`config.mk`:
```
export PLATFORM = sky130hd
export DESIGN_NAME = tl_coupler_arbiter
export DESIGN_NICKNAME = d
export VERILOG_FILES = /design/src/rtl/tl_coupler_arbiter.sv
export SDC_FILE = /design/constraint.sdc
export NUM_CORES = 1
export LEC_CHECK = 0
export ABC_CLOCK_PERIOD_IN_PS = 6050
export BUFFER_PORTS_ARGS = -buffer_cell sky130_fd_sc_hd__buf_2
export CAP_MARGIN = 20
export CORE_AREA = 2 2 214 216
export CTS_CLUSTER_DIAMETER = 60
export DETAILED_ROUTE_END_ITERATION = 10
export DIE_AREA = 0 0 216 218
export PLACE_DENSITY = 0.34
export SYNTH_ARGS = -nofsm -noshare
export SYNTH_HDL_FRONTEND = slang
export SYNTH_SLANG_ARGS = --single-unit
```
`constraint.sdc`:
```
create_clock -name clock -period 6.05 [get_ports clock]
set_input_delay 1.5125 -clock clock [delete_from_list [all_inputs] [get_ports clock]]
set_output_delay 1.5125 -clock clock [all_outputs]
set_load 0.05 [all_outputs]
```
`src/rtl/tl_coupler_arbiter.sv`:
```
`default_nettype none
// ============================================================================
// Module   : tl_coupler_arbiter
// Purpose  : Two-requester TileLink-UL arbiter in front of a fragmenter
//            coupler. A-channel messages are arbitrated round-robin, with
//            the grant locked for the whole of a multi-beat message. A per-
//            requester outstanding counter throttles requesters that have too
//            many unacknowledged messages. D-channel beats are routed back by
//            the top bit of the returned source field.
// Ports    : clock, reset_n          - clock, synchronous active-low reset
//            in0_a_* / in1_a_*       - requester A channels (into arbiter)
//            in0_d_* / in1_d_*       - requester D channels (out of arbiter)
//            out_a_*                 - merged A channel toward the coupler
//            out_d_*                 - D channel from the coupler
//            outstanding0/1          - unacknowledged message counts
//            err_underflow           - sticky: D last beat with count at 0
// Revision : 1.0 - initial release
// ============================================================================
module tl_coupler_arbiter #(
    parameter int MAX_OUTSTANDING = 8,
    parameter int DATA_BYTES      = 8
) (
    input  logic                      clock,
    input  logic                      reset_n,
    // requester 0 A channel
    input  logic                      in0_a_valid,
    output logic                      in0_a_ready,
    input  logic [2:0]                in0_a_opcode,
    input  logic [2:0]                in0_a_param,
    input  logic [2:0]                in0_a_size,
    input  logic [5:0]                in0_a_source,
    input  logic [11:0]               in0_a_address,
    input  logic [DATA_BYTES-1:0]     in0_a_mask,
    input  logic [DATA_BYTES*8-1:0]   in0_a_data,
    input  logic                      in0_a_corrupt,
    // requester 1 A channel
    input  logic                      in1_a_valid,
    output logic                      in1_a_ready,
    input  logic [2:0]                in1_a_opcode,
    input  logic [2:0]                in1_a_param,
    input  logic [2:0]                in1_a_size,
    input  logic [5:0]                in1_a_source,
    input  logic [11:0]               in1_a_address,
    input  logic [DATA_BYTES-1:0]     in1_a_mask,
    input  logic [DATA_BYTES*8-1:0]   in1_a_data,
    input  logic                      in1_a_corrupt,
    // requester 0 D channel
    input  logic                      in0_d_ready,
    output logic                      in0_d_valid,
    output logic [2:0]                in0_d_opcode,
    output logic [2:0]                in0_d_size,
    output logic [5:0]                in0_d_source,
    output logic [DATA_BYTES*8-1:0]   in0_d_data,
    // requester 1 D channel
    input  logic                      in1_d_ready,
    output logic                      in1_d_valid,
    output logic [2:0]                in1_d_opcode,
    output logic [2:0]                in1_d_size,
    output logic [5:0]                in1_d_source,
    output logic [DATA_BYTES*8-1:0]   in1_d_data,
    // merged A channel toward the coupler
    output logic                      out_a_valid,
    input  logic                      out_a_ready,
    output logic [2:0]                out_a_opcode,
    output logic [2:0]                out_a_param,
    output logic [2:0]                out_a_size,
    output logic [6:0]                out_a_source,
    output logic [11:0]               out_a_address,
    output logic [DATA_BYTES-1:0]     out_a_mask,
    output logic [DATA_BYTES*8-1:0]   out_a_data,
    output logic                      out_a_corrupt,
    // D channel from the coupler
    input  logic                      out_d_valid,
    output logic                      out_d_ready,
    input  logic [2:0]                out_d_opcode,
    input  logic [2:0]                out_d_size,
    input  logic [6:0]                out_d_source,
    input  logic [DATA_BYTES*8-1:0]   out_d_data,
    // status
    output logic [3:0]                outstanding0,
    output logic [3:0]                outstanding1,
    output logic                      err_underflow
);

    localparam logic [3:0] c_max_outst = 4'(MAX_OUTSTANDING);

    typedef enum logic [0:0] {
        IDLE   = 1'b0,
        LOCKED = 1'b1
    } state_t;

    state_t      r_state;
    state_t      w_state_nxt;
    logic [4:0]  r_a_cnt;
    logic [4:0]  w_a_cnt_nxt;
    logic        r_lock;
    logic        r_ptr;
    logic [4:0]  r_d_cnt;
    logic [3:0]  r_outst0;
    logic [3:0]  r_outst1;
    logic        r_err;

    logic        w_elig0;
    logic        w_elig1;
    logic        w_cand0;
    logic        w_cand1;
    logic        w_grant;
    logic        w_a_valid_raw;
    logic        w_a_fire;
    logic        w_a_first;
    logic [4:0]  w_a_beats;
    logic        w_d_dst;
    logic        w_d_fire;
    logic        w_d_last;
    logic [4:0]  w_d_beats;
    logic [4:0]  w_outst0_nxt;
    logic [4:0]  w_outst1_nxt;

    // Beats in an A message: only Put/Arithmetic/Logical opcodes carry data.
    function automatic logic [4:0] a_beats(input logic [2:0] op, input logic [2:0] size);
        if (op <= 3'd3 && size > 3'd3) begin
            return 5'd1 << (size - 3'd3);
        end
        return 5'd1;
    endfunction

    // Beats in a D message: only AccessAckData carries data.
    function automatic logic [4:0] d_beats(input logic [2:0] op, input logic [2:0] size);
        if (op == 3'd1 && size > 3'd3) begin
            return 5'd1 << (size - 3'd3);
        end
        return 5'd1;
    endfunction

    // Returns {underflow, next_count}; a coincident +1/-1 cancels out.
    function automatic logic [4:0] outst_next(input logic [3:0] cur, input logic inc,
                                              input logic dec);
        case ({inc, dec})
            2'b10:   return {1'b0, cur + 4'd1};
            2'b01:   return (cur == 4'd0) ? 5'b1_0000 : {1'b0, cur - 4'd1};
            default: return {1'b0, cur};
        endcase
    endfunction

    // ------------------------------------------------------------------
    // A channel arbitration
    // ------------------------------------------------------------------
    assign w_elig0 = (r_outst0 < c_max_outst);
    assign w_elig1 = (r_outst1 < c_max_outst);
    assign w_cand0 = in0_a_valid & w_elig0;
    assign w_cand1 = in1_a_valid & w_elig1;

    // A lone candidate wins outright; otherwise the pointer decides.
    always_comb begin
        w_grant = r_ptr;
        if (r_state == LOCKED) begin
            w_grant = r_lock;
        end else if (w_cand0 ^ w_cand1) begin
            w_grant = w_cand1;
        end
    end

    assign w_a_valid_raw = (r_state == LOCKED) ? (r_lock ? in1_a_valid : in0_a_valid)
                                               : (w_cand0 | w_cand1);

    assign out_a_valid   = reset_n & w_a_valid_raw;
    assign in0_a_ready   = reset_n & out_a_ready & ~w_grant
                         & (w_elig0 | ((r_state == LOCKED) & ~r_lock));
    assign in1_a_ready   = reset_n & out_a_ready &  w_grant
                         & (w_elig1 | ((r_state == LOCKED) &  r_lock));

    assign out_a_opcode  = w_grant ? in1_a_opcode  : in0_a_opcode;
    assign out_a_param   = w_grant ? in1_a_param   : in0_a_param;
    assign out_a_size    = w_grant ? in1_a_size    : in0_a_size;
    assign out_a_source  = {w_grant, (w_grant ? in1_a_source : in0_a_source)};
    assign out_a_address = w_grant ? in1_a_address : in0_a_address;
    assign out_a_mask    = w_grant ? in1_a_mask    : in0_a_mask;
    assign out_a_data    = w_grant ? in1_a_data    : in0_a_data;
    assign out_a_corrupt = w_grant ? in1_a_corrupt : in0_a_corrupt;

    assign w_a_fire  = out_a_valid & out_a_ready;
    assign w_a_first = w_a_fire & (r_state == IDLE);
    assign w_a_beats = a_beats(out_a_opcode, out_a_size);

    // Grant FSM: r_a_cnt holds the beats still to come in a locked message.
    always_comb begin
        w_state_nxt = r_state;
        w_a_cnt_nxt = r_a_cnt;
        case (r_state)
            IDLE: begin
                if (w_a_first && (w_a_beats != 5'd1)) begin
                    w_state_nxt = LOCKED;
                    w_a_cnt_nxt = w_a_beats - 5'd1;
                end
            end
            LOCKED: begin
                if (w_a_fire) begin
                    if (r_a_cnt == 5'd1) begin
                        w_state_nxt = IDLE;
                        w_a_cnt_nxt = 5'd0;
                    end else begin
                        w_a_cnt_nxt = r_a_cnt - 5'd1;
                    end
                end
            end
            default: begin
                w_state_nxt = IDLE;
                w_a_cnt_nxt = 5'd0;
            end
        endcase
    end

    // ------------------------------------------------------------------
    // D channel routing
    // ------------------------------------------------------------------
    assign w_d_dst      = out_d_source[6];
    assign out_d_ready  = reset_n & (w_d_dst ? in1_d_ready : in0_d_ready);
    assign in0_d_valid  = reset_n & out_d_valid & ~w_d_dst;
    assign in1_d_valid  = reset_n & out_d_valid &  w_d_dst;
    assign in0_d_opcode = out_d_opcode;
    assign in0_d_size   = out_d_size;
    assign in0_d_source = out_d_source[5:0];
    assign in0_d_data   = out_d_data;
    assign in1_d_opcode = out_d_opcode;
    assign in1_d_size   = out_d_size;
    assign in1_d_source = out_d_source[5:0];
    assign in1_d_data   = out_d_data;

    // r_d_cnt == 0 means the next beat starts a new D message.
    assign w_d_fire  = out_d_valid & out_d_ready;
    assign w_d_beats = d_beats(out_d_opcode, out_d_size);
    assign w_d_last  = w_d_fire & ((r_d_cnt == 5'd0) ? (w_d_beats == 5'd1) : (r_d_cnt == 5'd1));

    assign w_outst0_nxt = outst_next(r_outst0, w_a_first & ~w_grant, w_d_last & ~w_d_dst);
    assign w_outst1_nxt = outst_next(r_outst1, w_a_first &  w_grant, w_d_last &  w_d_dst);

    always_ff @(posedge clock) begin
        if (!reset_n) begin
            r_state  <= IDLE;
            r_a_cnt  <= 5'd0;
            r_lock   <= 1'b0;
            r_ptr    <= 1'b0;
            r_d_cnt  <= 5'd0;
            r_outst0 <= 4'd0;
            r_outst1 <= 4'd0;
            r_err    <= 1'b0;
        end else begin
            r_state <= w_state_nxt;
            r_a_cnt <= w_a_cnt_nxt;
            if (w_a_first) begin
                r_lock <= w_grant;
                r_ptr  <= ~w_grant;
            end
            if (w_d_fire) begin
                r_d_cnt <= (r_d_cnt == 5'd0) ? (w_d_beats - 5'd1) : (r_d_cnt - 5'd1);
            end
            r_outst0 <= w_outst0_nxt[3:0];
            r_outst1 <= w_outst1_nxt[3:0];
            r_err    <= r_err | w_outst0_nxt[4] | w_outst1_nxt[4];
        end
    end

    assign outstanding0  = r_outst0;
    assign outstanding1  = r_outst1;
    assign err_underflow = r_err;

endmodule
`default_nettype wire

```
; ---- Word level (Yosys, flattened, before mapping)
; Cells that the tools add are included.
[totals]
inputBits = 285
word_cells = 110
register_bits = 22
[op_classes]
n_addsub = 10
bitwise_logic = 32
muxes = 33
shift = 2
reduce_logical = 9
n_eq_ne = 11
order_cmp = 5
[op_table]
columns = operator, count
row1 = 64-bit two-way mux, 1
row2 = 5-bit two-way mux, 10
row3 = 5-bit one-hot mux with 2 select lines, 3
row4 = 1-bit AND, 22
row5 = "5-bit by 1-bit subtractor with 5-bit output, second input constant", 4
row6 = "5-bit by 1-bit == test with 1-bit output, second input constant", 3
row7 = 1-bit two-way mux, 12
row8 = 12-bit two-way mux, 1
row9 = "1-bit by 3-bit << shifter with 5-bit output, first input constant", 2
row10 = 3-bit two-way mux, 3
row11 = "4-bit by 1-bit adder with 4-bit output, second input constant", 2
row12 = 4-bit zero test, 2
row13 = "4-bit < comparator, second input constant", 2
row14 = 8-bit two-way mux, 1
row15 = "4-bit by 1-bit subtractor with 4-bit output, second input constant", 2
row16 = "3-bit by 2-bit > comparator with 1-bit output, second input constant", 2
row17 = 6-bit two-way mux, 1
row18 = "3-bit by 2-bit subtractor with 3-bit output, second input constant", 2
row19 = 5-bit zero test, 1
row20 = "5-bit by 1-bit inequality test with 1-bit output, second input constant", 1
row21 = 1-bit OR, 5
row22 = "2-bit by 1-bit == test with 1-bit output, second input constant", 2
row23 = "2-bit == test, second input constant", 2
row24 = "2-bit by 1-bit inequality test with 1-bit output, second input constant", 2
row25 = 8 further kinds, 14

; ---- Logic depth before layout (Yosys ltp)
; Gate-level depths: netlist of the first run.
[depth]
depth_word = 14
ltp_mapped = 16
ltp_nobuf = 15

; ---- Worst setup path before layout of the first run
; No wires, ideal clock.
[synth_path]
kind = input-to-output
startpoint = in in1_a_valid
endpoint = out in1_a_ready
path_slack_ns = 0.972
required_time_ns = 4.537
arrival_ns = 3.566
path_buffers = 1
stages = 6
path_cell_list = nand2_1 -> ha_1 -> nor2b_1 -> o31ai_4 -> buf_2 -> nor3_1
[synth_via]
elab_chain_len = 6
[synth_rtl]
columns = item, line
row1 = from (decl), 37  ; input logic in1_a_valid,
row2 = 1-bit AND (*), 151  ; assign w_cand1 = in1_a_valid & w_elig1;
row3 = 1-bit XOR, 158  ; end else if (w_cand0 ^ w_cand1) begin
row4 = 1-bit two-way mux (*), 158
row5 = 1-bit two-way mux (*), 156  ; if (r_state == LOCKED) begin
row6 = 1-bit AND (*), 169  ; assign in1_a_ready = reset_n & out_a_ready & w_grant
row7 = 1-bit AND (*), 170  ; & (w_elig1 | ((r_state == LOCKED) & r_lock));
row8 = to (decl), 38  ; output logic in1_a_ready,
; Every way passes the cells marked *; elsewhere a longest branch is shown, timed or not.

; ---- Worst setup path after layout of the first run
[layout_path]
startpoint = in in1_a_valid
endpoint = out out_a_data[48]
[layout_via]
elab_chain_len = 5
[layout_rtl]
columns = item, line
row1 = 1-bit AND (*), 151
row2 = 1-bit XOR, 158
row3 = 1-bit two-way mux (*), 158
row4 = 1-bit two-way mux (*), 156
row5 = 64-bit two-way mux (*), 178  ; assign out_a_data = w_grant ? in1_a_data : in0_a_data;
row6 = to (decl), 70  ; output logic [DATA_BYTES*8-1:0] out_a_data,
; Marked as above.

==> results of run 1 <==
==> critical path, cell delays in order <==
cell and delay (ps):
sky130_fd_sc_hd__buf_2 100, sky130_fd_sc_hd__nand2_1 60, sky130_fd_sc_hd__ha_1 300, sky130_fd_sc_hd__and3b_1 240
sky130_fd_sc_hd__o31ai_4 340, sky130_fd_sc_hd__buf_12 360, sky130_fd_sc_hd__nand2_1 140, sky130_fd_sc_hd__nand2_1 290
sky130_fd_sc_hd__buf_2 330
==> synthesized netlist by cell type (all sizes together) (2+ instances only) <==
cell	count	area [sq um]
xnor2	2	17.5
a211oi	2	15.0
or4	3	22.5
mux2i	10	100
and2	5	31.3
dfxtp	22	440
and3	4	25.0
nor2b	3	18.8
clkbuf	20	75.1
a22oi	2	15.0
nand2	327	1230
o31ai	3	36.3
nand4b	2	17.5
buf	163	1200
or4b	2	20.0
a21oi	24	120
nand3	7	35.0
o211ai	2	15.0
nor3b	5	37.5
o21ai	11	55.1
inv	27	101
and3b	2	17.5
nor3	8	56.3
nand3b	3	22.5
a221oi	4	35.0
nand2b	5	31.3
nor2	10	37.5
o21a	2	15.0
or2	3	18.8
ha	18	225
or3	4	25.0
o22ai	7	43.8
a21o	2	15.0
==> through the flow <==
| stage | instance area [sq um] | power, W | hold slack (ps) |
|---|---|---|---|
| 6_report | 5680 | 0.00189 | 481 |
| 5_1_grt | 5680 | 0.00200 | 512 |
| 4_1_cts | 5680 | 0.00193 | 482 |
| 3_5_place_dp | 5590 | 0.00176 | 465 |
| 3_3_place_gp | 5590 | 0.00177 | 476 |
| 2_1_floorplan | 4330 | 0.00152 | 432 |
==> metal layers <==
metal / wire [um] / part of all wire
met4: 981 / 0.031
met5: 143 / 0.0045
met1: 10800 / 0.34
met2: 13400 / 0.42
met3: 6300 / 0.20
==> worst paths after layout <==
path                            slack [ps]            start             end
worst min register to register         480            r_ptr           r_ptr
worst max-delay path                   650      in1_a_valid  out_a_data[48]
worst min-delay path                   480            r_ptr           r_ptr
worst max register to register        2390  outstanding0[3]      r_a_cnt[0]
==> sequential cells by signal, indices dropped and copies added (netlist names) <==
| signal | flops |
|---|---|
| err_underflow | 1 |
| r_lock | 1 |
| r_state | 1 |
| outstanding0 | 4 |
| r_d_cnt | 5 |
| outstanding1 | 4 |
| r_a_cnt | 5 |
| r_ptr | 1 |
==> cell usage in the layout, fill, tap and decap left out, types with 2 or more instances in the layout <==
| cell type | n |
|---|---|
| sky130_fd_sc_hd__buf_2 | 342 |
| sky130_fd_sc_hd__nand2_1 | 327 |
| sky130_fd_sc_hd__inv_1 | 26 |
| sky130_fd_sc_hd__a21oi_1 | 24 |
| sky130_fd_sc_hd__dfxtp_1 | 22 |
| sky130_fd_sc_hd__ha_1 | 18 |
| sky130_fd_sc_hd__o21ai_0 | 11 |
| sky130_fd_sc_hd__mux2i_1 | 10 |
| sky130_fd_sc_hd__nor2_1 | 10 |
| sky130_fd_sc_hd__o22ai_1 | 7 |
| sky130_fd_sc_hd__nand3_1 | 7 |
| sky130_fd_sc_hd__nor3_1 | 6 |
| sky130_fd_sc_hd__nand2b_1 | 5 |
| sky130_fd_sc_hd__and2_1 | 5 |
| sky130_fd_sc_hd__nor3b_1 | 5 |
| sky130_fd_sc_hd__and3_1 | 4 |
| sky130_fd_sc_hd__or3_1 | 4 |
| sky130_fd_sc_hd__a221oi_1 | 4 |
| sky130_fd_sc_hd__nor2b_1 | 3 |
| sky130_fd_sc_hd__nand3b_1 | 3 |
| sky130_fd_sc_hd__or2_2 | 3 |
| sky130_fd_sc_hd__or4_1 | 3 |
| sky130_fd_sc_hd__clkbuf_16 | 3 |
| sky130_fd_sc_hd__buf_4 | 3 |
| sky130_fd_sc_hd__and3b_1 | 2 |
| sky130_fd_sc_hd__nand4b_1 | 2 |
| sky130_fd_sc_hd__a21o_1 | 2 |
| sky130_fd_sc_hd__a22oi_1 | 2 |
| sky130_fd_sc_hd__o211ai_1 | 2 |
| sky130_fd_sc_hd__o31ai_1 | 2 |
| sky130_fd_sc_hd__a211oi_1 | 2 |
| sky130_fd_sc_hd__xnor2_1 | 2 |
| sky130_fd_sc_hd__o21a_1 | 2 |
| sky130_fd_sc_hd__buf_12 | 2 |
==> kinds of logic after synthesis <==
family / count (synthesis) / synth area share
flops: 22 / 0.102
simple gates: 398 / 0.392
xor+xnor: 3 / 0.00606
buf+inv: 210 / 0.317
mux: 11 / 0.0283
fa+ha+maj: 18 / 0.0520
compound gates: 68 / 0.103
==> area by class of cell <==
cell class | count | area, sq um | share of cell area
Timing Repair Buffer | 347 | 1770 | 0.312
Sequential cell | 22 | 440 | 0.0776
Inverter | 27 | 104 | 0.0183
Multi-Input combinational cell | 498 | 2520 | 0.443
Tap cell | 600 | 751 | 0.132
Antenna cell | 1 | 2.50 | 0.000441
Clock buffer | 4 | 88.8 | 0.0156
==> power groups by stage <==
stage               clock [W]  sequential, W  combinational (W)
CTS                  0.000169       0.000175            0.00159
floorplan                   0       0.000174            0.00135
detailed placement          0       0.000179            0.00158
global placement            0       0.000179            0.00159
global route         0.000174       0.000178            0.00165
finish               0.000162       0.000176            0.00155
==> results.md, run 1 <==
### Detailed routing
* WL per Instance: 21.0 um
* count of TritonRoute iterations in the first routing pass: 5
* number of routed nets with antenna violations: 0
* Vias: 5239
* DR DRC count: 0
* initial detailed-routing violation count: 249
* post-detailed-routing wire length: 31.5 mm
* via density per instance: 3.49

### Job
* total of max-cap violations: 0

### Global route
* met1 global-route usage: 0.121
* total congestion overflow after global routing: 0
* largest net degree at the start of global routing: 108
* highest-utilization routing layer at the global route stage: met2
* overall fraction of global-route tracks in use: 0.122
* met3 demand-to-capacity share in global routing: 0.111
* number of antenna violations at the first check in global routing: 7
* wire length of the first global-routing pass: 39.5 mm
* via count of the first global-routing pass: 4752
* fraction of met2 tracks used by global routing: 0.181

### Worst setup path
* Worst Path Class, Setup: in -> out
* CP arrival: 3890 ps
* largest driver fanout on the critical path: 107
* startpoint type of the worst setup path: input pin
* R2R depth: 15
* Req. time, crit path: 4540 ps
* category of the worst setup path capture point: primary output

### Clocking
* clock-pin slew on the worst setup and hold paths: 60 ps
* post-cts repair resize count: 0
* CTS tree: built
* # hold bufs at CTS: 0
* clock sink count: 22
* clock root buffer: sky130_fd_sc_hd__clkbuf_16
* number of buffers inserted during clock tree synthesis: 3
* clock latency of the later-clocked register in the worst-skew pair: 260 ps
* number of buffers added for setup after CTS: 0
* Max Buffers Root-to-Sink: 2
* htree depth: 1

### Yosys
* number of flip-flops and latches in the synthesized netlist: 22
* leading register cell type out of synthesis: sky130_fd_sc_hd__dfxtp_1
* share of synthesized area occupied by flip-flops and latches: 0.102
* number of synthesis warnings: 0
* Cell Area, Synth: 4330 sq um
* Post-synth ARST share: 0
* Gate Count Post-Synth: 730
* synthesized area per cell: 5.94 sq um
* unique cell type count in the Yosys netlist: 54
* Synthesized Nets: 1033
* EDFF count, synth: 0

### Floorplan
* core area: 44900 sq um
* die outline width: 216 um
* Rows: 78
* starting utilization of the core area: 0.0965
* die outline height: 218 um
* Boundary Pins: 553
* area of the die: 47100 sq um

### STA
* worst setup margin: 650 ps
* total of endpoints with negative setup slack in the final report: 0
* RSZ-0062 raised after global routing: no
* pin slew with the least headroom to its limit: 848 ps
* Hold Violations, Final: 0
* pins over their slew limit: 0
* part of the cycle the worst path needs: 0.892
* final-layout setup total negative slack: 0 ps
* Tmin final: 5400 ps
* Worst slew margin: 0.434
* Highest Clock Rate: 185 MHz
* Final Skew: 2.96 ps

### Power and ir drop
* share of power burned in registers: 0.093
* internal power consumption: 0.000603 W
* Pwr per Cell Area: 333 nW/um^2
* P_leak: 3.12 nW
* switching part of the total: 0.681
* logic gate share of total power: 0.821
* Switching Power: 0.00129 W
* share of total power in the clock network: 0.086
* Max VDD drop: 0.000154 V

### Worst hold path
* kind of path behind the tightest hold check: reg -> reg
* worst hold stages: 2

### Placed design
* count of input and output buffers: 342
* Setup WS pre-CTS: 706 ps
* post-placement cell count: 1494
* Detail Placement HPWL: 27.9 mm
* final estimated routing congestion in global placement: 0.811

### Layout
* fin nets: 1202
* number of standard cells in the final layout excluding fillers: 1499
* fraction of layout cells with a size suffix above 1: 0.403
* Finished Core Util: 0.127
* layout-stage area growth over the synthesis result: 31.0%
* number of filler cells placed in the layout: 5384

### Run status
* status: finished clean

No activity file was read; power rests on OpenSTA's default activity.
==> run 2, diff against run 1 <==
--- a/config.mk
+++ b/config.mk
@@ -12,7 +12,7 @@
 export CTS_CLUSTER_DIAMETER = 60
 export DETAILED_ROUTE_END_ITERATION = 10
 export DIE_AREA = 0 0 216 218
-export PLACE_DENSITY = 0.34
+export PLACE_DENSITY_LB_ADDON = 0.3
 export SYNTH_ARGS = -nofsm -noshare
 export SYNTH_HDL_FRONTEND = slang
 export SYNTH_SLANG_ARGS = --single-unit
==> run 2 against run 1 <==
Against the previous run: final area grew 0.59%; core utilization grew 0.075 points; sequential power is essentially flat; register-to-register slack gained 30 ps; global-route usage grew 0.26 points; routed wire length grew 1.7%; count of clock-buffer cells in the layout is the same; critical path depth grew 1; critical path type unchanged.
==> results.md, run 2 (synthesized netlist as in run 1, its figures left out) <==
### Run status
* status: finished clean

### Floorplan
* die outline height: 218 um
* core area: 44900 sq um
* die outline width: 216 um
* Boundary Pins: 553
* starting utilization of the core area: 0.0965
* Rows: 78
* area of the die: 47100 sq um

### Clocking
* Max Buffers Root-to-Sink: 2
* number of buffers added for setup after CTS: 0
* clock latency of the later-clocked register in the worst-skew pair: 260 ps
* # hold bufs at CTS: 0
* post-cts repair resize count: 0
* clock-pin slew on the worst setup and hold paths: 60 ps
* CTS tree: built
* clock root buffer: sky130_fd_sc_hd__clkbuf_16
* number of buffers inserted during clock tree synthesis: 3
* clock sink count: 22
* htree depth: 1

### Global route
* total congestion overflow after global routing: 0
* number of antenna violations at the first check in global routing: 2
* via count of the first global-routing pass: 4703
* overall fraction of global-route tracks in use: 0.124
* wire length of the first global-routing pass: 39.9 mm
* largest net degree at the start of global routing: 108

### STA
* Tmin final: 5470 ps
* Hold Violations, Final: 0
* Final Skew: 4.55 ps
* RSZ-0062 raised after global routing: no
* part of the cycle the worst path needs: 0.904
* worst setup margin: 579 ps
* final-layout setup total negative slack: 0 ps
* post-route worst hold slack: 481 ps
* pins over their slew limit: 0
* pin slew with the least headroom to its limit: 810 ps
* Highest Clock Rate: 183 MHz
* Worst slew margin: 0.459
* total of endpoints with negative setup slack in the final report: 0

### Detailed routing
* count of TritonRoute iterations in the first routing pass: 5
* post-detailed-routing wire length: 32.1 mm
* DR DRC count: 0
* initial detailed-routing violation count: 316
* number of routed nets with antenna violations: 0
* Vias: 5271
* via density per instance: 3.51
* WL per Instance: 21.3 um

### Layout
* most frequent standard cell in the layout excluding fill and tap cells: sky130_fd_sc_hd__buf_2
* antenna fix cells: 0
* layout-stage area growth over the synthesis result: 31.8%
* fin nets: 1207
* number of standard cells in the final layout excluding fillers: 1503
* Regs by FF count: r_a_cnt: 5 flops, r_d_cnt: 5 flops
* Finished Core Util: 0.127
* most frequent cells in the layout: sky130_fd_sc_hd__buf_2, sky130_fd_sc_hd__nand2_1, sky130_fd_sc_hd__inv_1, sky130_fd_sc_hd__a21oi_1, sky130_fd_sc_hd__dfxtp_1
* fraction of layout cells with a size suffix above 1: 0.406
* number of filler cells placed in the layout: 5317

### Placed design
* final estimated routing congestion in global placement: 0.852
* post-placement cell count: 1499
* Setup WS pre-CTS: 436 ps
* count of input and output buffers: 342
* Detail Placement HPWL: 29.0 mm

### Power and ir drop
* share of total power in the clock network: 0.083
* share of power burned in registers: 0.091
* P_leak: 3.15 nW
* Max VDD drop: 0.000223 V
* Switching Power: 0.00131 W
* Pwr per Cell Area: 337 nW/um^2
* switching part of the total: 0.681
* internal power consumption: 0.000615 W
* logic gate share of total power: 0.826

### Worst setup path
* largest driver fanout on the critical path: 33
* CP arrival: 3960 ps
* Req. time, crit path: 4540 ps
* Worst Path Class, Setup: in -> out
* category of the worst setup path capture point: primary output
* startpoint type of the worst setup path: input pin

### Worst hold path
* kind of path behind the tightest hold check: reg -> reg

### Job
* total of max-cap violations: 0

run 2: cell count changes in the layout (fill, tap and decap cells not counted), sizes merged:
| cell | before | now |
|---|---|---|
| diode | 1 | 0 |
| inv | 27 | 26 |
| clkinv | 0 | 1 |
| buf | 347 | 352 |
run 2: cell type report:
cell class	instances	area [sq um]	share of cell area
Tap cell	600	751	0.131
Inverter	27	103	0.0180
Clock buffer	4	88.8	0.0155
Multi-Input combinational cell	498	2520	0.441
Timing Repair Buffer	352	1810	0.317
Sequential cell	22	440	0.0771
run 2: metal layers:
layer	share of wire	routed length (um)	GRT usage
met5	0.0046	147	0.0219
met1	0.34	11000	0.131
met4	0.033	1050	0.0361
met3	0.22	7140	0.119
met2	0.40	12800	0.171
run 2: worst paths after layout:
check / startpoint / end / slack (ps) / cells past startpoint
setup / recovery: in1_a_valid / out_a_data[36] / 580 / 10
hold / removal: r_ptr / r_ptr / 480 / 2
setup reg to reg: outstanding0[3] / r_a_cnt[0] / 2420 / 15
hold reg to reg: r_ptr / r_ptr / 480 / 2
run 2: power groups by stage:
stage	registers [W]	clock network [W]	logic (W)
5_1_grt	0.000178	0.000175	0.00169
6_report	0.000175	0.000161	0.00159
2_1_floorplan	0.000174	0	0.00135
4_1_cts	0.000175	0.000164	0.00162
3_3_place_gp	0.000178	0	0.00161
3_5_place_dp	0.000178	0	0.00161
run 2: through the flow:
stage               instance area, sq um  total power (W)
detailed placement                  5620          0.00179
floorplan                           4330          0.00152
CTS                                 5710          0.00196
global route                        5710          0.00204
finish                              5710          0.00193
global placement                    5620          0.00179
run 2: worst max-delay path, stage by stage:
cell	delay (ps)
sky130_fd_sc_hd__buf_2	90
sky130_fd_sc_hd__nand2_1	60
sky130_fd_sc_hd__ha_1	300
sky130_fd_sc_hd__and3b_1	250
sky130_fd_sc_hd__o31ai_4	310
sky130_fd_sc_hd__clkinv_2	510
sky130_fd_sc_hd__buf_12	370
sky130_fd_sc_hd__nand2_1	100
sky130_fd_sc_hd__nand2_1	130
sky130_fd_sc_hd__buf_2	250
